==> config.mk <==
export PLATFORM = sky130hd
export DESIGN_NAME = pl1_speed_ramp
export DESIGN_NICKNAME = d
export VERILOG_FILES = /design/src/rtl/pl1_rover_pkg.sv /design/src/rtl/pl1_speed_ramp_side.sv /design/src/rtl/pl1_speed_ramp.sv
export SDC_FILE = /design/constraint.sdc
export NUM_CORES = 1
export LEC_CHECK = 0
export CAP_MARGIN = 20
export CELL_PAD_IN_SITES_DETAIL_PLACEMENT = 0
export CELL_PAD_IN_SITES_GLOBAL_PLACEMENT = 1
export CORE_UTILIZATION = 45
export CTS_BUF_LIST = sky130_fd_sc_hd__clkbuf_8 sky130_fd_sc_hd__clkbuf_16
export CTS_CLUSTER_SIZE = 14
export DETAILED_ROUTE_END_ITERATION = 10
export PLACE_DENSITY_LB_ADDON = 0.1
export SETUP_SLACK_MARGIN = 0.1
export SLEW_MARGIN = 20
export SYNTH_ARGS = -nofsm -noshare
export SYNTH_HDL_FRONTEND = slang
export SYNTH_SLANG_ARGS = --single-unit
==> constraint.sdc <==
create_clock -name clock -period 3.9 [get_ports clock]
set_clock_uncertainty 0.1 [all_clocks]
set_input_delay 0.39 -clock clock [delete_from_list [all_inputs] [get_ports clock]]
set_output_delay 0.39 -clock clock [all_outputs]
set_load 0.005 [all_outputs]
==> src/rtl/pl1_rover_pkg.sv <==
// Shared rover definitions: bridge pair encodings, side FSM states and the
// per-side status payload handed from a ramp side to the top.
package pl1_rover_pkg;

    localparam int unsigned SPEED_W = 3;
    localparam int unsigned PAIR_W  = 2;

    localparam logic [PAIR_W-1:0] DIR_FWD   = 2'b10;
    localparam logic [PAIR_W-1:0] DIR_REV   = 2'b01;
    localparam logic [PAIR_W-1:0] DIR_COAST = 2'b00;
    localparam logic [PAIR_W-1:0] DIR_BRAKE = 2'b11;

    typedef enum logic [1:0] {
        ST_RUN   = 2'd0,
        ST_DECEL = 2'd1,
        ST_DEAD  = 2'd2
    } side_state_e;

    typedef struct packed {
        logic              busy;
        logic [PAIR_W-1:0] pair;
        logic [SPEED_W-1:0] speed;
    } side_out_t;

endpackage

==> src/rtl/pl1_speed_ramp_side.sv <==
// One bridge side: ramps speed toward target on ticks and forces
// decelerate-to-zero plus coast dead time before any pair change.
module pl1_speed_ramp_side
    import pl1_rover_pkg::*;
#(
    parameter int unsigned DEAD_TICKS = 2
) (
    input  logic               clock,
    input  logic               reset,
    input  logic               tick,
    input  logic               fault,
    input  logic [SPEED_W-1:0] speed_tgt,
    input  logic [PAIR_W-1:0]  pair_tgt,
    output side_out_t          status
);

    localparam int unsigned CNT_W = (DEAD_TICKS > 1) ? $clog2(DEAD_TICKS + 1) : 1;
    localparam logic [CNT_W-1:0] DEAD_CNT = CNT_W'(DEAD_TICKS);

    side_state_e        state, state_n;
    logic [SPEED_W-1:0] cur, cur_n;
    logic [PAIR_W-1:0]  pair, pair_n;
    logic [CNT_W-1:0]   dcnt, dcnt_n;
    side_out_t          status_n;

    // Next-state and next-output logic; fault overrides everything.
    always_comb begin
        state_n = state;
        cur_n   = cur;
        pair_n  = pair;
        dcnt_n  = dcnt;
        if (fault) begin
            state_n = ST_DEAD;
            cur_n   = '0;
            pair_n  = DIR_COAST;
            dcnt_n  = DEAD_CNT;
        end else begin
            case (state)
                ST_RUN: begin
                    if (pair_tgt != pair) begin
                        state_n = ST_DECEL;
                    end else if (tick) begin
                        if (cur < speed_tgt) begin
                            cur_n = cur + SPEED_W'(1);
                        end else if (cur > speed_tgt) begin
                            cur_n = cur - SPEED_W'(1);
                        end
                    end
                end
                ST_DECEL: begin
                    if (pair_tgt == pair) begin
                        state_n = ST_RUN;
                    end else if (tick) begin
                        if (cur == '0) begin
                            state_n = ST_DEAD;
                            dcnt_n  = DEAD_CNT;
                        end else begin
                            cur_n = cur - SPEED_W'(1);
                        end
                    end
                end
                ST_DEAD: begin
                    if (tick) begin
                        if (dcnt <= CNT_W'(1)) begin
                            state_n = ST_RUN;
                            cur_n   = '0;
                            pair_n  = pair_tgt;
                            dcnt_n  = '0;
                        end else begin
                            dcnt_n = dcnt - CNT_W'(1);
                        end
                    end
                end
                default: state_n = ST_RUN;
            endcase
        end

        status_n.speed = (state_n == ST_DEAD) ? '0 : cur_n;
        status_n.pair  = (state_n == ST_DEAD) ? DIR_COAST : pair_n;
        status_n.busy  = (state_n != ST_RUN) || (cur_n != speed_tgt);
    end

    always_ff @(posedge clock or negedge reset) begin
        if (!reset) begin
            state  <= ST_RUN;
            cur    <= '0;
            pair   <= DIR_COAST;
            dcnt   <= '0;
            status <= '0;
        end else begin
            state  <= state_n;
            cur    <= cur_n;
            pair   <= pair_n;
            dcnt   <= dcnt_n;
            status <= status_n;
        end
    end

endmodule

==> src/rtl/pl1_speed_ramp.sv <==
// Slew-rate and direction-safety stage between motor driver and PWM/H-bridge:
// shared ramp tick generator plus one ramp side per motor.
module pl1_speed_ramp
    import pl1_rover_pkg::*;
#(
    parameter int unsigned TICK_DIV   = 1_000_000,
    parameter int unsigned DEAD_TICKS = 2
) (
    input  logic               clock,
    input  logic               reset,
    input  logic               fault,
    input  logic [SPEED_W-1:0] speed_left_tgt,
    input  logic [SPEED_W-1:0] speed_right_tgt,
    input  logic [3:0]         dir_tgt,
    output logic [SPEED_W-1:0] speed_left,
    output logic [SPEED_W-1:0] speed_right,
    output logic [3:0]         pin_in,
    output logic               ramping
);

    localparam int unsigned TICK_W = (TICK_DIV > 2) ? $clog2(TICK_DIV) : 1;
    localparam logic [TICK_W-1:0] TICK_LAST = TICK_W'(TICK_DIV - 1);

    logic [TICK_W-1:0] tick_cnt;
    logic              tick_c;
    side_out_t         left_st;
    side_out_t         right_st;

    assign tick_c = (tick_cnt == TICK_LAST);

    // Free-running ramp tick divider.
    always_ff @(posedge clock or negedge reset) begin
        if (!reset) begin
            tick_cnt <= '0;
        end else if (tick_c) begin
            tick_cnt <= '0;
        end else begin
            tick_cnt <= tick_cnt + TICK_W'(1);
        end
    end

    pl1_speed_ramp_side #(.DEAD_TICKS(DEAD_TICKS)) u_left (
        .clock     (clock),
        .reset     (reset),
        .tick      (tick_c),
        .fault     (fault),
        .speed_tgt (speed_left_tgt),
        .pair_tgt  (dir_tgt[1:0]),
        .status    (left_st)
    );

    pl1_speed_ramp_side #(.DEAD_TICKS(DEAD_TICKS)) u_right (
        .clock     (clock),
        .reset     (reset),
        .tick      (tick_c),
        .fault     (fault),
        .speed_tgt (speed_right_tgt),
        .pair_tgt  (dir_tgt[3:2]),
        .status    (right_st)
    );

    // Side status fields are registered; only the busy OR is combinational.
    assign speed_left  = left_st.speed;
    assign speed_right = right_st.speed;
    assign pin_in      = {right_st.pair, left_st.pair};
    assign ramping     = left_st.busy | right_st.busy;

endmodule

### After elaboration in Yosys (flattened, before gate mapping)

Cells that the tools add are included.

| storage, ports and cells | value |
|---|---|
| RAM bits | 0 |
| bits in latches | 0 |
| memories kept | 0 |
| register bits | 50 |
| memory bits (read-only) | 0 |
| word-level logic and storage cells | 127 |
| output and inout port bits | 11 |

| cells by class | value |
|---|---|
| bitwise gates (word level) | 1 |
| shift operators | 0 |
| multiplexer cells | 65 |
| reductions and logical operators | 12 |
| eq/ne operators | 21 |
| div/mod/pow operators | 0 |
| $lt $le $gt $ge | 6 |
| add/sub/neg operators | 7 |
| multiply operators | 0 |

Operator list:

| kind | count |
|---|---|
| $mux 2 | 36 |
| $mux 3 | 22 |
| $add 20x1->20 const B | 1 |
| $eq 20x20->1 const B | 1 |
| $mux 20 | 1 |
| $ne 3x3->1 const B | 6 |
| $pmux 3 s3 | 2 |
| $pmux 2 s3 | 2 |
| $reduce_and 5->1 | 2 |
| $eq 2x2->1 const B | 4 |
| $pmux 2 s2 | 2 |
| $add 3x1->3 const B | 2 |
| $gt 3x3->1 | 2 |
| $logic_not 3->1 | 2 |
| $lt 3x3->1 | 2 |
| $ne 3x2->1 const B | 2 |
| $ne 3x3->1 | 2 |
| $reduce_bool 3->1 | 2 |
| $sub 3x1->3 const B | 2 |
| $eq 2x1->1 const B | 2 |
| $eq 2x2->1 | 2 |
| $le 2x1->1 const B | 2 |
| $logic_not 2->1 | 2 |
| $ne 2x2->1 | 2 |
| 4 further kinds | 7 |

### Longest topological paths before layout

| depth | value |
|---|---|
| word-level depth | 9 |
| mapped depth | 9 |
| mapped depth without buffers | 9 |

### Hierarchy

From an unflattened synthesis, not the netlist that was laid out.

| second synthesis, totals | value |
|---|---|
| cell total of the unflattened synthesis | 324 |
| area total of the unflattened synthesis | 3,119.2 um2 |

By module, submodules not included:

| module | cells an instance | instances | area an instance (um2) | seq. area each (um2) |
|---|---|---|---|---|
| pl1_speed_ramp_side | 114 | 2 | 1,072.3 | 375.4 |
| pl1_speed_ramp | 96 | 1 | 974.7 | 500.5 |

### Least setup slack after synthesis

OpenSTA, ideal clock, no wires.

| timing | value |
|---|---|
| kind | reg-to-reg |
| start point | register u_left.cur[0] |
| end point | register u_left.status[5] (netlist bit) |
| clock period less this slack | 2,675 ps |
| arrival time | 2,485 ps |
| setup slack | 1,225 ps |
| cell stages (with the launch flop) | 9 |
| cell sequence | dfrtp_1 inv_1 ha_1 or3b_2 a2111oi_4 a21oi_2 or4_4 and4_4 o2111ai_1 |

RTL lines:

| element | RTL line | text |
|---|---|---|
| start: declaration | pl1_speed_ramp_side.sv:21 | `logic [SPEED_W-1:0] cur, cur_n;` |
| start signal: assignment | pl1_speed_ramp_side.sv:92 | `cur <= cur_n;` |
| end signal: assignment | pl1_speed_ramp_side.sv:95 | `status <= status_n;` |
| end: declaration | pl1_speed_ramp_side.sv:14 | `output side_out_t status` |

==> results.sh <==
export IMPL_yosysSeqAreaShare_pct=40.06
export IMPL_finalCritPeriodShare_pct=74.63
export IMPL_synth_cell_types=58
export IMPL_startpoint_type="input port"
export IMPL_synth_edf_count=0
export IMPL_grt_pass1_vias=2467
export IMPL_grt_first_pass_wirelength_um=12100
export IMPL_grt_max_degree=51
export IMPL_root_buffer="clkbuf_8"
export IMPL_placed_cell_area_um2=3353
export IMPL_synth_top_cells_by_area="dfrtp_1 40%, ha_1 5.2%, nor2_1 4.9%"
export IMPL_post_cts_setup_buffer_count=0
export IMPL_setup_viol=0
export IMPL_antenna_found_initial=0
export IMPL_dieHeight_um=85.31
export IMPL_die_w_um=85.31
export IMPL_die_area_um2=7277
export IMPL_worstPathRequired_ns=4.02
export IMPL_grtUsageTotal_pct=21.10
export IMPL_wire_per_inst_um=16.48
export IMPL_clkTransAtPathRegs_ns=0.09
export IMPL_post_cts_resized=0
export IMPL_final_hold_violation_count=0
export IMPL_htree_levels=2
export IMPL_overflow=0
export IMPL_crit_path_end_kind="register"
export IMPL_cp_max_fo=4
export IMPL_routed_via_count=2521
export IMPL_clockBufferDepth=2
export IMPL_cts_tree="built"
export IMPL_vdd_ir_drop_max_mv=0.1570
export IMPL_critical_path_arrival_ns=3.03
export IMPL_power_density_nw_per_um2=279.1
export IMPL_cts_buffers=5
export IMPL_synth_fp_nets=363
export IMPL_cts_sinks=50
export IMPL_coreArea_um2=6531
export IMPL_drt_pass1_iter_count=5
export IMPL_portBuffers=23
export IMPL_pin_count=24
export IMPL_outcome="finished, final reports clean"
export IMPL_worst_pin_slew_ns=0.6373
export IMPL_yosysTopAreaCell="dfrtp_1"
export IMPL_path_class="input port to register"
export IMPL_max_freq_mhz=343.6
export IMPL_maxCapViolCount=0
export IMPL_n_antenna_cell=0
export IMPL_finalInstanceArea_um2=3467
export IMPL_drc=0
export IMPL_gp_congestion=0.8235
export IMPL_fin_tns_setup_ns=0
export IMPL_hp_class="input port to asynchronous set/reset pin"
export IMPL_initial_core_util_pct=47.82
export IMPL_slew_viol_final=0
export IMPL_syn_area_per_cell_um2=9.267
export IMPL_dp_hpwl_um=5007
export IMPL_drt_iter0_markers=166
export IMPL_detail_route_antenna_nets=0
export IMPL_routed_via_density=5.876
export IMPL_synth_area_um2=3123
export IMPL_rows=29
export IMPL_rrSetupSlack_ns=1.00
export IMPL_ys_flop_type="dfrtp_1"
export IMPL_area_growth_pct=11.02
export IMPL_clock_latency_ns=0.32
export IMPL_layout_nets=377
export IMPL_hold_buffers=0
export IMPL_p_leak_nw=1.424
export IMPL_final_fill_count=625
export IMPL_yosys_warnings=0
export IMPL_relSlewSlack_pct=57.52
export IMPL_wirelength_um=7072
export IMPL_synthCells=337
export IMPL_yosysTopAreaCellShare_pct=40.06
export IMPL_rsz0062_at_grt="no"
export IMPL_drive_gt1_share_pct=8.239
export IMPL_ys_ff_latch=50
export IMPL_period_minus_slack_ns=2.911
export IMPL_postSynth_asyncResetShare_pct=100.0
-- metrics by stage --
stage                     total power [mW]  setup WS [ns]  util, %  instances  hold WS [ns]
after floorplan                     0.5691          1.225        -        337     -0.005591
after global placement              0.6029         0.7342    51.34        421        0.3770
after detailed placement            0.6036         0.6981    51.34        421        0.3777
after CTS                           0.9778          1.004    53.08        429        0.1099
after global routing                 1.005         0.7169    53.08        429        0.1512
final                               0.9675         0.9894    53.08        429       0.07903
-- sequential cells by signal, summed over array words and instances (netlist names) --
name / cells
tick_cnt: 20
u_left.status: 6
u_right.status: 6
u_left.cur: 3
u_right.cur: 3
u_left.dcnt: 2
u_left.pair: 2
u_left.state: 2
u_right.dcnt: 2
u_right.pair: 2
u_right.state: 2
-- cell usage after synthesis (all sizes together), types with 3 or more instances --
master and number:
and4 3, nor3 15, and3 4, ha 13, nand3 17, or2 3
a21oi 13, buf 12, clkbuf 8, dfrtp 50, nand3b 3, nor2b 3
o21ai 12, nand2 24, or3 4, inv 12, nand2b 6, nand4 8
xor2 11, nor4 7, and2 3, nor2 41, or4 3, mux2i 8
a211oi 7, xnor2 12, a31oi 6, a311oi 4
-- metal layers --
| metal | global-route usage (%) | routed length [um] | vias to the layer above |
|---|---|---|---|
| met1 | 28.14 | 3375 | 1219 |
| met5 | 0 | 0 | - |
| met4 | 6.667 | 83 | 0 |
| met2 | 35.34 | 3380 | 59 |
| li1 | - | - | 1235 |
| met3 | 3.405 | 233 | 8 |
-- cell type report --
type	instances	area (um2)	share of cell area [%]
clock buffers	5	68.82	1.985
clock inverters	3	45.04	1.299
inverters	12	45.04	1.299
multi-input cells	255	1705	49.19
flip-flops and latches	50	1251	36.09
well taps	77	96.34	2.779
repair buffers	27	255.2	7.362
-- layout by cell type (no fill, tap or decap), types with 7 or more instances in the layout --
cell type	Yosys	layout
dfrtp_1	50	50
nor2_1	41	41
inv_1	12	12
nand2_1	24	24
nand3_1	16	16
a21oi_1	12	12
clkdlybuf4s50_1	0	22
nor3_1	15	15
o21ai_0	10	10
xor2_1	11	11
ha_1	13	13
nand4_1	7	7
a211oi_1	7	7
xnor2_1	12	12
mux2i_1	8	8
-- path summary, 6_finish.rpt --
kind | start | to | cells after the start
hold / removal | reset | tick_cnt[11] | 2
min in group clock | tick_cnt[0] | tick_cnt[0] | 1
setup / recovery | speed_left_tgt[1] | u_left.status[5] | 9
max in group asynchronous | reset | u_left.status[4] | 2
setup reg to reg | tick_cnt[0] | u_right.status[5] | 8
hold reg to reg | tick_cnt[0] | tick_cnt[0] | 1
-- critical path, stage by stage --
cell	delay (ns)
clkdlybuf4s50_1	0.49
inv_1	0.05
ha_1	0.20
or3b_2	0.50
a2111oi_4	0.45
a21oi_2	0.09
or4_4	0.51
and4_4	0.18
o2111ai_1	0.18
-- cells by family after synthesis --
| logic type | Yosys count | synth area share (%) |
|---|---|---|
| simple gates | 150 | 26.44 |
| buf+inv | 32 | 5.328 |
| compound gates | 61 | 13.94 |
| fa+ha+maj | 13 | 5.208 |
| flops | 50 | 40.06 |
| xor+xnor | 23 | 6.450 |
| mux | 8 | 2.564 |
-- report_power, final --
| group | switching, mW | leakage (nW) | internal (mW) | total, mW |
|---|---|---|---|---|
| Clock | 0.184 | 0.0504 | 0.191 | 0.375 |
| Sequential | 0.00469 | 0.654 | 0.522 | 0.527 |
| Combinational | 0.0385 | 0.720 | 0.0271 | 0.0656 |
| Total | 0.227 | 1.42 | 0.740 | 0.967 |
Power figures use the tool's default switching activity.
==> variant (config.mk and constraints unchanged) <==
The parameter `TICK_DIV` goes from 1_000_000 to 2_000_000.
--- a/src/rtl/pl1_speed_ramp.sv
+++ b/src/rtl/pl1_speed_ramp.sv
@@ -3,7 +3,7 @@
 module pl1_speed_ramp
     import pl1_rover_pkg::*;
 #(
-    parameter int unsigned TICK_DIV   = 1_000_000,
+    parameter int unsigned TICK_DIV   = 2_000_000,
     parameter int unsigned DEAD_TICKS = 2
 ) (
     input  logic               clock,
Behaviour: no difference found for any inputs over 10 cycles, from zero or initial values and one cycle with reset low; that may be too few to reach the edited logic, so the function may still have changed.
==> variant against the original RTL <==
Core utilization down 1.3 points; first-iteration DRC count down 6.0%; critical endpoint is now u_right.status[5]; setup slack worse by 0.51 ns; total power up 11%; wire length down 4.7%; largest cell class unchanged; sequential cell count up 1; design area up 0.97%; critical path type is now reg -> reg; non-clock buffer count up 1; synthesized area up 0.60%; cell count down 0.23%; clock power up 15%.
==> variant: results (changes against the original RTL) <==
| Metric | Value |
|---|---|
| DP Area | 0.00337 mm2 (was 0.00335 mm2) |
| Final net count | 373 (was 377) |
| Syn_nets | 360 (was 363) |
| Post-DP HPWL | 4.86 mm (was 5.01 mm) |
| Via-to-Cell Ratio | 5.63 (was 5.88) |
| Max H-tree Level | 2 (unchanged) |
| Fill cells | 648 (was 625) |
| Largest net degree at the start of global routing | 40 (was 51) |
| Lkg Pwr | 0.00149 uW (was 0.00142 uW) |
| Final Wtd Congestion | 0.801 (was 0.824) |
| GR Util met2 | 0.306 (was 0.353) |
| Post-synth top cells | dfrtp_1, nor2_1, inv_1, nand2_1, xnor2_1 (was dfrtp_1, nor2_1, nand2_1, nand3_1, nor3_1) |
| Status | completed (unchanged) |
| GR Util met1 | 0.301 (was 0.281) |
| Met3 Use GR | 0.0279 (was 0.0340) |
| Vias in the first global route | 2,403 (was 2,467) |
| Worst relative slew slack | 0.401 (was 0.575) |
| Share of cells above drive strength 1 | 0.0776 (was 0.0824) |
| First-pass GRT wire length | 11.7 mm (was 12.1 mm) |
| Regs by FF count | tick_cnt (21), u_left.status (6), u_right.status (6) (was tick_cnt (20), u_left.status (6), u_right.status (6)) |
| Tot GR Track Use | 0.203 (was 0.211) |
| Max FO, Critical Path | 6 (was 4) |
| Top_reg_cell synth | dfrtp_1 (unchanged) |
| R2R Setup Slk | 0.48 ns (was 1.00 ns) |
| Seq/Total Area, Yosys | 0.406 (was 0.401) |
| First-pass DRT Iterations | 4 (was 5) |
| Peak supply drop | 0.218 mV (was 0.157 mV) |
| Number of cells on the worst reg-to-reg path | 7 (was 8) |
| R2R Path Start | tick_cnt[9] (was tick_cnt[0]) |
| Post-Route WL | 6.74 mm (was 7.07 mm) |
| Iter 0 DRT Violations | 156 (was 166) |
| Worst EP arrival | 3.50 ns (was 3.03 ns) |
-- variant: changes by cell type in the layout (fill, tap and decap cells not counted), sizes merged, moves of 6 or more --
cell   unedited run  this run
nand2            24        18
nor4              7        15
nand3            17        11
nor3             15         7
inv              12        19
-- variant: per-stage QoR --
stage / worst slack (ns) / utilization / std cells / hold slack (ns)
6_report: 0.481 / 0.518 / 428 / 0.104
5_1_grt: 0.390 / 0.518 / 428 / 0.166
3_5_place_dp: 0.293 / 0.499 / 420 / 0.364
3_3_place_gp: 0.382 / 0.499 / 420 / 0.365
2_1_floorplan: 0.666 / - / 334 / -0.00559
4_1_cts: 0.481 / 0.518 / 428 / 0.133
-- variant: worst max path at each step --
stage                  startpoint                 to  slack [ns]  cells after the start
5_1_grt               tick_cnt[9]  u_right.status[5]        0.39                      7
2_1_floorplan         tick_cnt[9]  u_right.status[5]        0.67                      8
4_1_cts               tick_cnt[9]  u_right.status[5]        0.48                      7
3_5_place_dp   speed_right_tgt[1]  u_right.status[5]        0.29                     10
6_report              tick_cnt[9]  u_right.status[5]        0.48                      7
3_3_place_gp   speed_right_tgt[1]  u_right.status[5]        0.38                     10
-- variant: cell type report --
cell class                      count  area (um2)  area share
Multi-Input combinational cell    243        1660       0.475
Timing Repair Buffer               28         263      0.0751
Inverter                           18        67.6      0.0193
Tap cell                           80         100      0.0286
Sequential cell                    51        1280       0.365
Clock inverter                      3        63.8      0.0182
Clock buffer                        5        68.8      0.0197
-- variant: worst max-delay path, stage by stage (launching register included) --
cell	delay, ns
dfrtp_1	0.43
or4b_1	0.52
or4_1	0.64
or4b_1	0.52
a21o_1	0.19
o211a_1	0.26
xnor2_1	0.14
or4_1	0.52
-- variant: power by group --
group	total [uW]	switching (uW)	internal (uW)	leakage (uW)
Clock	430	176	254	0.0000695
Sequential	541	8.25	533	0.000667
Combinational	106	61.3	44.5	0.000753
-- variant: per-layer routing --
metal | wire length, um | up-vias
met5 | 0 | -
met4 | 74 | 0
met3 | 207 | 7
met2 | 3010 | 29
met1 | 3440 | 1167
li1 | - | 1205
-- variant: cells by family after synthesis --
kind of cell / count (synthesis) / synth area share
simple gates: 142 / 0.255
compound gates: 55 / 0.128
flops: 51 / 0.406
buf+inv: 40 / 0.0649
xor+xnor: 28 / 0.0781
fa+ha+maj: 13 / 0.0518
mux: 5 / 0.0163
